**src/rtl/csa_resolver_if.sv**
```systemverilog
// Handshake bus for csa_resolver: operand pair in, resolved result out.
interface csa_resolver_if #(
  parameter int unsigned WIDTH = 5
);
  logic             in_valid;
  logic             in_ready;
  logic [WIDTH-1:0] sum_in;
  logic [WIDTH-1:0] carry_in;
  logic             out_valid;
  logic             out_ready;
  logic [WIDTH:0]   result;

  // Producer/consumer side (drives operands, accepts results)
  modport master (
    output in_valid, sum_in, carry_in, out_ready,
    input  in_ready, out_valid, result
  );

  // Resolver side
  modport slave (
    input  in_valid, sum_in, carry_in, out_ready,
    output in_ready, out_valid, result
  );
endinterface

```
**src/rtl/csa_resolver.sv**
```systemverilog
// Carry-propagate end of the carry-save datapath: adds the sum and carry vectors
// CHUNK bits per clock and presents the WIDTH+1-bit result with valid/ready.
module csa_resolver #(
  parameter int unsigned WIDTH = 5,
  parameter int unsigned CHUNK = 1
) (
  input  logic           clk,
  input  logic           rst_n,
  csa_resolver_if.slave  bus,
  output logic           busy
);

  localparam int unsigned NCHUNK = WIDTH / CHUNK;
  localparam int unsigned IdxW   = (NCHUNK > 1) ? $clog2(NCHUNK) : 1;
  localparam logic [IdxW-1:0] LastIdx = IdxW'(NCHUNK - 1);

  localparam logic [1:0] StIdle = 2'd0;
  localparam logic [1:0] StRun  = 2'd1;
  localparam logic [1:0] StDone = 2'd2;

  logic [1:0]       state_q, state_d;
  logic [WIDTH-1:0] sum_q, sum_d;
  logic [WIDTH-1:0] carry_q, carry_d;
  logic [IdxW-1:0]  idx_q, idx_d;
  logic             cin_q, cin_d;
  logic [WIDTH:0]   result_q, result_d;

  int unsigned      base;
  logic [CHUNK:0]   chunk_sum;

  // One chunk of the ripple: the slice selected by idx plus the carry from the previous chunk
  always_comb begin
    base      = 32'(idx_q) * CHUNK;
    chunk_sum = {1'b0, sum_q[base +: CHUNK]} + {1'b0, carry_q[base +: CHUNK]}
              + (CHUNK + 1)'(cin_q);
  end

  // Next-state: capture in IDLE, resolve one chunk per RUN cycle, hold in DONE
  always_comb begin
    state_d  = state_q;
    sum_d    = sum_q;
    carry_d  = carry_q;
    idx_d    = idx_q;
    cin_d    = cin_q;
    result_d = result_q;
    case (state_q)
      StIdle: begin
        if (bus.in_valid) begin
          sum_d    = bus.sum_in;
          carry_d  = bus.carry_in;
          idx_d    = '0;
          cin_d    = 1'b0;
          result_d = '0;
          state_d  = StRun;
        end
      end
      StRun: begin
        result_d[base +: CHUNK] = chunk_sum[CHUNK-1:0];
        cin_d = chunk_sum[CHUNK];
        idx_d = idx_q + 1'b1;
        if (idx_q == LastIdx) begin
          // Final carry lands in the extra top bit so nothing is truncated
          result_d[WIDTH] = chunk_sum[CHUNK];
          idx_d           = '0;
          state_d         = StDone;
        end
      end
      StDone: begin
        if (bus.out_ready) state_d = StIdle;
      end
      default: state_d = StIdle;
    endcase
  end

  // State registers with synchronous active-low reset
  always_ff @(posedge clk) begin
    if (!rst_n) begin
      state_q  <= StIdle;
      sum_q    <= '0;
      carry_q  <= '0;
      idx_q    <= '0;
      cin_q    <= 1'b0;
      result_q <= '0;
    end else begin
      state_q  <= state_d;
      sum_q    <= sum_d;
      carry_q  <= carry_d;
      idx_q    <= idx_d;
      cin_q    <= cin_d;
      result_q <= result_d;
    end
  end

  // Handshake outputs come straight from registered state, never from inputs
  assign bus.in_ready  = (state_q == StIdle);
  assign bus.out_valid = (state_q == StDone);
  assign bus.result    = result_q;
  assign busy          = (state_q == StRun) || (state_q == StDone);

endmodule

```
**src/flat_wrapper.sv**
```systemverilog
// flat-port wrapper written by rule: the top's interface ports become plain ports
module csa_resolver_flat 
#(
  parameter int unsigned WIDTH = 5,
  parameter int unsigned CHUNK = 1
)
  (clk, rst_n, busy, bus_in_valid, bus_sum_in, bus_carry_in, bus_out_ready, bus_in_ready, bus_out_valid, bus_result);
  csa_resolver_if #(.WIDTH(WIDTH)) bus_i ();
  input  logic clk;
  input  logic rst_n;
  output logic busy;
  input wire logic [$bits(bus_i.in_valid)-1:0] bus_in_valid;
  input wire logic [$bits(bus_i.sum_in)-1:0] bus_sum_in;
  input wire logic [$bits(bus_i.carry_in)-1:0] bus_carry_in;
  input wire logic [$bits(bus_i.out_ready)-1:0] bus_out_ready;
  output wire logic [$bits(bus_i.in_ready)-1:0] bus_in_ready;
  output wire logic [$bits(bus_i.out_valid)-1:0] bus_out_valid;
  output wire logic [$bits(bus_i.result)-1:0] bus_result;
  assign bus_i.in_valid = bus_in_valid;
  assign bus_i.sum_in = bus_sum_in;
  assign bus_i.carry_in = bus_carry_in;
  assign bus_i.out_ready = bus_out_ready;
  assign bus_in_ready = bus_i.in_ready;
  assign bus_out_valid = bus_i.out_valid;
  assign bus_result = bus_i.result;
  csa_resolver #(.WIDTH(WIDTH), .CHUNK(CHUNK)) u_core (.clk(clk), .rst_n(rst_n), .bus(bus_i), .busy(busy));
endmodule
```
**config.mk**
```make
export PLATFORM = sky130hd
export DESIGN_NAME = csa_resolver_flat
export DESIGN_NICKNAME = d
export VERILOG_FILES = /design/src/rtl/csa_resolver_if.sv /design/src/rtl/csa_resolver.sv /design/src/flat_wrapper.sv
export SDC_FILE = /design/constraint.sdc
export NUM_CORES = 1
export LEC_CHECK = 0
export ABC_AREA = 0
export CAP_MARGIN = 20
export CELL_PAD_IN_SITES_DETAIL_PLACEMENT = 0
export CELL_PAD_IN_SITES_GLOBAL_PLACEMENT = 1
export CORE_MARGIN = 2
export CORE_UTILIZATION = 39
export DETAILED_ROUTE_END_ITERATION = 10
export HOLD_SLACK_MARGIN = 0.03
export PLACE_DENSITY = 0.86
export SLEW_MARGIN = 20
export SYNTH_ARGS = -nofsm -noshare
export SYNTH_HDL_FRONTEND = slang
export SYNTH_SLANG_ARGS = --single-unit
```
**constraint.sdc**
```tcl
create_clock -name clk -period 3.9 [get_ports clk]
set_clock_uncertainty 0.05 [all_clocks]
set_input_delay 0.78 -clock clk [delete_from_list [all_inputs] [get_ports clk]]
set_output_delay 0.78 -clock clk [all_outputs]
set_load 0.01 [all_outputs]
```
==> impl_results.md, run 1 <==
* Initial Utilization at 40.42%
* CP bufs+invs at 0
* FF+latch count, synth at 22
* Net Sw Frac at 30.77%
* Setup TNS at 0 ps
* DR vias/cell at 5.225
* Number of global-route vias before repair at 1159
* Core Footprint at 0.003337 mm²
* Peak supply drop at 0.0001431 V
* Hpwl dp at 2141 µm
* Initial antenna violation count at 0
* Cts hold-fix bufs at 0
* Peak Freq at 0.3376 GHz
* Initial DRT Pass Iterations at 4
* Syn. warnings at 0
* Switching power total at 0.1590 mW
* Rel. slew slack at 46.09%
* Max_cap viols at 0
* CTS H-tree lvls at 1
* RSZ-0062 raised after global routing: false
* Critical Path RT at 4110 ps
* Synthesized area per cell at 8.483 µm²
* Clock transition at path regs at 130 ps
* M2 GR Usage at 28.09%
* Largest net degree at the start of global routing at 27
* Full die area at 0.003945 mm²
* Clk sink count at 22
* Critical path startpoint category: flop
* DRC errors left at 0
* Congestion Overflow GR at 0
* CP top delay family: multiplexers
* Fin Hold WS at 424.6 ps
* Min Tclk post-route at 2963 ps
* Worst stage delay on the critical path at 630 ps
* Ant. Diodes at 0
* Leakage at 0.6354 nW
* Die Width at 62.81 µm
* Final hold violations at 0
* Post-synth cell types at 40
* Hold depth at 2
* Sequential power share at 47.9%
* Levels on crit path at 7
* Final Cycle Share at 75.96%
* Nets at 202
* Post-synthesis sequential area ratio at 32.65%
* Setup Fix Bufs, Post-CTS at 0
* Global-route wire length before repair at 5230 µm
* Final WL at 2881 µm
* Cell count after synthesis at 159
* CP arrival at 3170 ps
* Placement Rows at 21
* WL/cell at 12.98 µm
* Max FO, Critical Path at 14
* Clock Power Share at 25.2%
* Crit path cell chain: mux4_1 > a21oi_1 > fa_1 > nor3b_1 > nand3_1 > mux2_2 > o21ai_1
* Clk_lat worst skew at 310 ps
* Resize count post-CTS at 0
* Syn Std Cell Area at 0.001349 mm²
* Clk root buf: clkbuf_4
* CTS max path bufs at 2
* CTS tree: yes
* Inserted Clock Buffers at 3
* Routability Congestion at 0.8332
* Area Overhead vs Synth at 19.76%
* Port bufs at 22
* I/O Pins at 23
* CP max stage cell: dfxtp_1
* Pwr dens at 319.9 mW/mm²
* Met3 Use GR at 3.243%
* Routed vias at 1160
* Internal at 0.3577 mW
* Post-Syn Nets at 184
* Number of cells on the worst reg-to-reg path at 7
* Chip height at 62.81 µm
* Setup CP Type: flop to flop
* Iteration-0 DRC Markers at 46
* Worst setup EP type: flop
* GRT met1 Usage at 20.20%
* Layer with the highest usage: met2
* Status: finished, final reports clean
* Overall routing resource usage at 16.26%
* Hold Path Class: flop to flop
* Final core occ at 48.41%
* Worst Tran Pin Value at 786.1 ps
* Total power at 0.5167 mW
* Final ANT Viol Nets at 0
* Final setup violation count at 0
* Final Max Slew Viols at 0
* Ratio of cells with drive above 1 in the final layout at 5.682%
* Logic pwr share at 26.8%
-- cell families (layout without fill, tap and decap cells) --
| logic type | Yosys count | after routing | synth area share, % |
|---|---|---|---|
| AND/OR/NAND/NOR | 63 | 63 | 23.65 |
| AO/OA/AOI/OAI | 39 | 39 | 19.48 |
| flip-flops | 22 | 22 | 32.65 |
| buffers and inverters | 17 | 34 | 5.752 |
| adder cells (fa/ha/maj) | 11 | 11 | 10.76 |
| multiplexers | 7 | 7 | 7.699 |
-- placed cells by master (no fill, tap or decap), types with 2 or more instances in the layout --
cell type / instances
o21ai_0: 5
inv_1: 8
mux2i_1: 4
o31ai_1: 2
nand4_1: 2
o211ai_1: 4
nor2b_1: 4
nor3_1: 3
nor2_1: 6
mux4_1: 2
and3_1: 2
and2_1: 2
a21o_1: 2
a21oi_1: 8
nand2_1: 27
ha_1: 10
nand3_1: 6
clkbuf_4: 3
nand2b_1: 4
clkdlybuf4s50_1: 22
dfxtp_1: 22
a21boi_0: 11
-- power by group through the flow --
stage               Clock [mW]  Sequential, mW  Combinational [mW]
floorplan                    0           0.248               0.102
global placement             0           0.252               0.136
detailed placement           0           0.253               0.139
CTS                      0.135           0.248               0.140
global route             0.143           0.250               0.155
finish                   0.130           0.248               0.139
-- Yosys cell counts --
library cell / instances / area, µm²
a211oi_1: 1 / 7.510
a21boi_0: 11 / 82.58
a21o_1: 2 / 15.01
a21oi_1: 8 / 40.04
a31o_2: 1 / 8.760
and2_1: 2 / 12.51
and2b_2: 1 / 8.760
and3_1: 2 / 12.51
and4b_1: 1 / 10.01
buf_4: 1 / 7.510
buf_6: 1 / 11.26
clkbuf_1: 5 / 18.77
clkbuf_2: 2 / 10.01
dfxtp_1: 22 / 440.4
fa_1: 1 / 20.02
ha_1: 10 / 125.1
inv_1: 8 / 30.03
mux2_2: 1 / 11.26
mux2i_1: 4 / 40.04
mux4_1: 2 / 52.55
nand2_1: 27 / 101.4
nand2b_1: 4 / 25.02
nand3_1: 6 / 30.03
nand3b_1: 1 / 7.510
nand4_1: 2 / 12.51
nor2_1: 6 / 22.52
nor2b_1: 4 / 25.02
nor3_1: 3 / 15.01
nor3b_1: 1 / 7.510
o211ai_1: 4 / 30.03
o21a_1: 1 / 7.510
o21ai_0: 5 / 25.02
o21ai_1: 1 / 5.000
o221ai_1: 1 / 8.760
o22ai_1: 1 / 6.260
o311a_2: 1 / 11.26
o31ai_1: 2 / 15.01
or2b_2: 1 / 8.760
or3_1: 1 / 6.260
or4b_4: 1 / 13.76
-- worst reg2reg max path, delay by kind of cell (launching register included) --
kind / cells / cell delay [ps]
multiplexers: 2 / 890
AND/OR/NAND/NOR: 2 / 520
adder cells (fa/ha/maj): 1 / 500
flip-flops: 1 / 630
AO/OA/AOI/OAI: 2 / 340
-- metal layers --
| metal | share of wire, % | up-vias |
|---|---|---|
| met5 | 0 | - |
| met4 | 1.4 | 0 |
| met3 | 4.1 | 5 |
| met2 | 49 | 21 |
| met1 | 45 | 543 |
| li1 | - | 591 |
-- worst paths after layout --
check	from	endpoint	slack (ps)
max reg2reg	u_core.idx_q[0]	u_core.bus.result[5]	940
min	u_core.sum_q[0]	u_core.sum_q[0]	420
max	u_core.idx_q[0]	u_core.bus.result[5]	940
min reg2reg	u_core.sum_q[0]	u_core.sum_q[0]	420
-- metrics by stage --
stage | cell area (µm²) | std cells | worst slack (ps)
global route | 1615 | 222 | 738.3
CTS | 1615 | 222 | 955.4
finish | 1615 | 222 | 937.5
floorplan | 1349 | 159 | 1108
detailed placement | 1579 | 218 | 1002
global placement | 1579 | 218 | 1034
-- sequential cells by signal, summed over array words and instances (netlist names) --
signal / cells
u_core.bus.result: 6
u_core.carry_q: 5
u_core.cin_q: 1
u_core.idx_q: 3
u_core.state_q: 2
u_core.sum_q: 5
-- final cells by class --
type,count,area (µm²)
multi-input combinational,120,830.8
timing repair buffer,22,220.2
clock buffer,4,36.28
inverter,8,30.03
sequential,22,440.4
tap,46,57.56
fill,353,1722
Power figures use the tool's default switching activity.
==> run 2, diff against run 1 <==
--- a/config.mk
+++ b/config.mk
@@ -10,10 +10,10 @@
 export CELL_PAD_IN_SITES_DETAIL_PLACEMENT = 0
 export CELL_PAD_IN_SITES_GLOBAL_PLACEMENT = 1
 export CORE_MARGIN = 2
-export CORE_UTILIZATION = 39
+export CORE_UTILIZATION = 35
 export DETAILED_ROUTE_END_ITERATION = 10
 export HOLD_SLACK_MARGIN = 0.03
-export PLACE_DENSITY = 0.86
+export PLACE_DENSITY = 0.82
 export SLEW_MARGIN = 20
 export SYNTH_ARGS = -nofsm -noshare
 export SYNTH_HDL_FRONTEND = slang
==> constraint.sdc (replaced) <==
create_clock -name clk -period 2.5 [get_ports clk]
set_clock_uncertainty 0.05 [all_clocks]
set_input_delay 0.5 -clock clk [delete_from_list [all_inputs] [get_ports clk]]
set_output_delay 0.5 -clock clk [all_outputs]
set_load 0.01 [all_outputs]
==> impl_results.md, run 2 (same netlist as run 1, synthesis figures left out) <==
* Hold Path End: u_core.carry_q[4]
* CTS max path bufs at 2
* Max_cap viols at 0
* Routed vias at 1197
* Final setup violation count at 0
* DR vias/cell at 5.182
* Setup TNS at 0 ps
* Fin Hold WS at 416.0 ps
* Core Footprint at 0.003689 mm²
* Initial antenna violation count at 0
* Critical Path RT at 2650 ps
* Clk sink count at 22
* RSZ-0062 raised after global routing: false
* Initial DRT Pass Iterations at 4
* Final hold violations at 0
* DRC errors left at 0
* Leakage at 0.6761 nW
* I/O Pins at 23
* Number of cells on the worst reg-to-reg path at 7
* Initial Utilization at 36.57%
* Final Cycle Share at 93.29%
* Filler instances at 387
* Ant. Diodes at 0
* Crit path cell chain: mux4_2 > a21oi_2 > fa_1 > nor3b_2 > nand3_1 > mux2_2 > o21ai_1
* Full die area at 0.004367 mm²
* Number of global-route vias before repair at 1132
* Inserted Clock Buffers at 3
* Largest net degree at the start of global routing at 19
* CP arrival at 2490 ps
* Min Tclk post-route at 2332 ps
* Reg2reg end: u_core.bus.result[5]
* Ratio of cells with drive above 1 in the final layout at 12.57%
* CTS tree: yes
* CP max stage cell: mux4_2
* Most common cell after layout, fill and taps aside: nand2_1
* Min-delay src: u_core.carry_q[4]
* Cts hold-fix bufs at 0
* Placement Rows at 22
* Overall routing resource usage at 15.22%
* Met3 Use GR at 4.259%
* Status: finished, final reports clean
* Pwr dens at 561.3 mW/mm²
* GRT met1 Usage at 18.31%
* Largest register FFs at 6
* Port bufs at 22
* RR Startpoint: u_core.idx_q[0]
* Clock transition at path regs at 80 ps
* Commonest cells after routing, fill and taps aside: 27 x nand2_1, 22 x clkdlybuf4s50_1, 21 x dfxtp_1
* Final Max Slew Viols at 0
* Worst Tran Pin Value at 504.7 ps
* Routability Congestion at 0.9169
* CP bufs+invs at 0
* M2 GR Usage at 25.87%
* CP top delay family: multiplexers
* Congestion Overflow GR at 0
* Final WL at 3003 µm
* CTS H-tree lvls at 1
* Critical path startpoint category: flop
* Chip height at 66.08 µm
* Hold Path Class: flop to flop
* Iteration-0 DRC Markers at 56
* Multi-input logic area at 835.8 µm²
* Worst stage delay on the critical path at 520 ps
* Clk root buf: clkbuf_8
* Layer with the highest usage: met2
* Peak Freq at 0.4288 GHz
* Hold depth at 2
* Global-route wire length before repair at 5133 µm
* Max FO, Critical Path at 3
* Area Overhead vs Synth at 26.90%
* Worst setup EP type: flop
* Sequential Area at 441.7 µm²
* Nets at 209
* Flop2flop setup slack at 170 ps
* Final ANT Viol Nets at 0
* Setup CP Type: flop to flop
* Rel. slew slack at 66.35%
* Peak supply drop at 0.0002788 V
* Hpwl dp at 2211 µm
* WL/cell at 13.00 µm
* Die Width at 66.08 µm
* Clk_lat worst skew at 260 ps
## run 2: through the flow
| step | area (µm²) | cells | worst slack (ps) | util (%) | total power [mW] |
|---|---|---|---|---|---|
| finish | 1712 | 231 | 167.8 | 46.40 | 0.9607 |
| global route | 1712 | 231 | 21.30 | 46.40 | 1.013 |
| CTS | 1708 | 230 | 72.50 | 46.30 | 0.9688 |
| detailed placement | 1637 | 226 | 96.25 | 44.37 | 0.6316 |
| global placement | 1637 | 226 | 161.6 | 44.37 | 0.6242 |
| floorplan | 1369 | 159 | 13.68 | - | 0.5514 |
## run 2: report_power, final
part	internal, mW	switching [mW]	leakage [nW]	total (mW)
combinational	0.114	0.130	0.461	0.244
sequential	0.370	0.0129	0.180	0.383
clock	0.214	0.120	0.0357	0.334
total	0.698	0.262	0.676	0.961
## run 2: worst max path at each step
stage	from	end	slack (ps)	cells after the start
final	u_core.idx_q[0]	u_core.bus.result[5]	170	7
after detailed placement	u_core.idx_q[0]	u_core.bus.result[5]	100	7
after CTS	u_core.idx_q[0]	u_core.bus.result[5]	70	7
after floorplan	u_core.idx_q[0]	u_core.bus.result[5]	10	8
after global placement	u_core.idx_q[0]	u_core.bus.result[5]	160	7
after global routing	u_core.idx_q[0]	u_core.bus.result[5]	20	7
## run 2: metal layers
| layer | wire length (µm) | share of wire, % | vias up |
|---|---|---|---|
| met5 | 0 | 0 | - |
| met4 | 43 | 1.4 | 0 |
| met3 | 170 | 5.7 | 5 |
| met2 | 1475 | 49 | 32 |
| met1 | 1314 | 44 | 557 |
| li1 | - | - | 603 |
## run 2: cell type report
cell class | instances | area share (%)
Inverter | 8 | 1.754
Clock inverter | 1 | 1.754
Tap cell | 48 | 3.509
Multi-Input combinational cell | 120 | 48.83
Clock buffer | 3 | 2.412
Timing Repair Buffer | 29 | 15.94
Sequential cell | 22 | 25.80
## run 2: worst reg2reg max path: cells and delay by family, from the launching register on
kind,cells,cell delay [ps]
fa+ha+maj,1,460
compound gates,2,290
simple gates,2,330
mux,2,780
flops,1,370
## run 2: what timing repair did
item	CTS	global route
endpoints found under the setup margin	0	2
buffers inserted	0	1
hold endpoints to repair	0	0
resized for setup	0	3
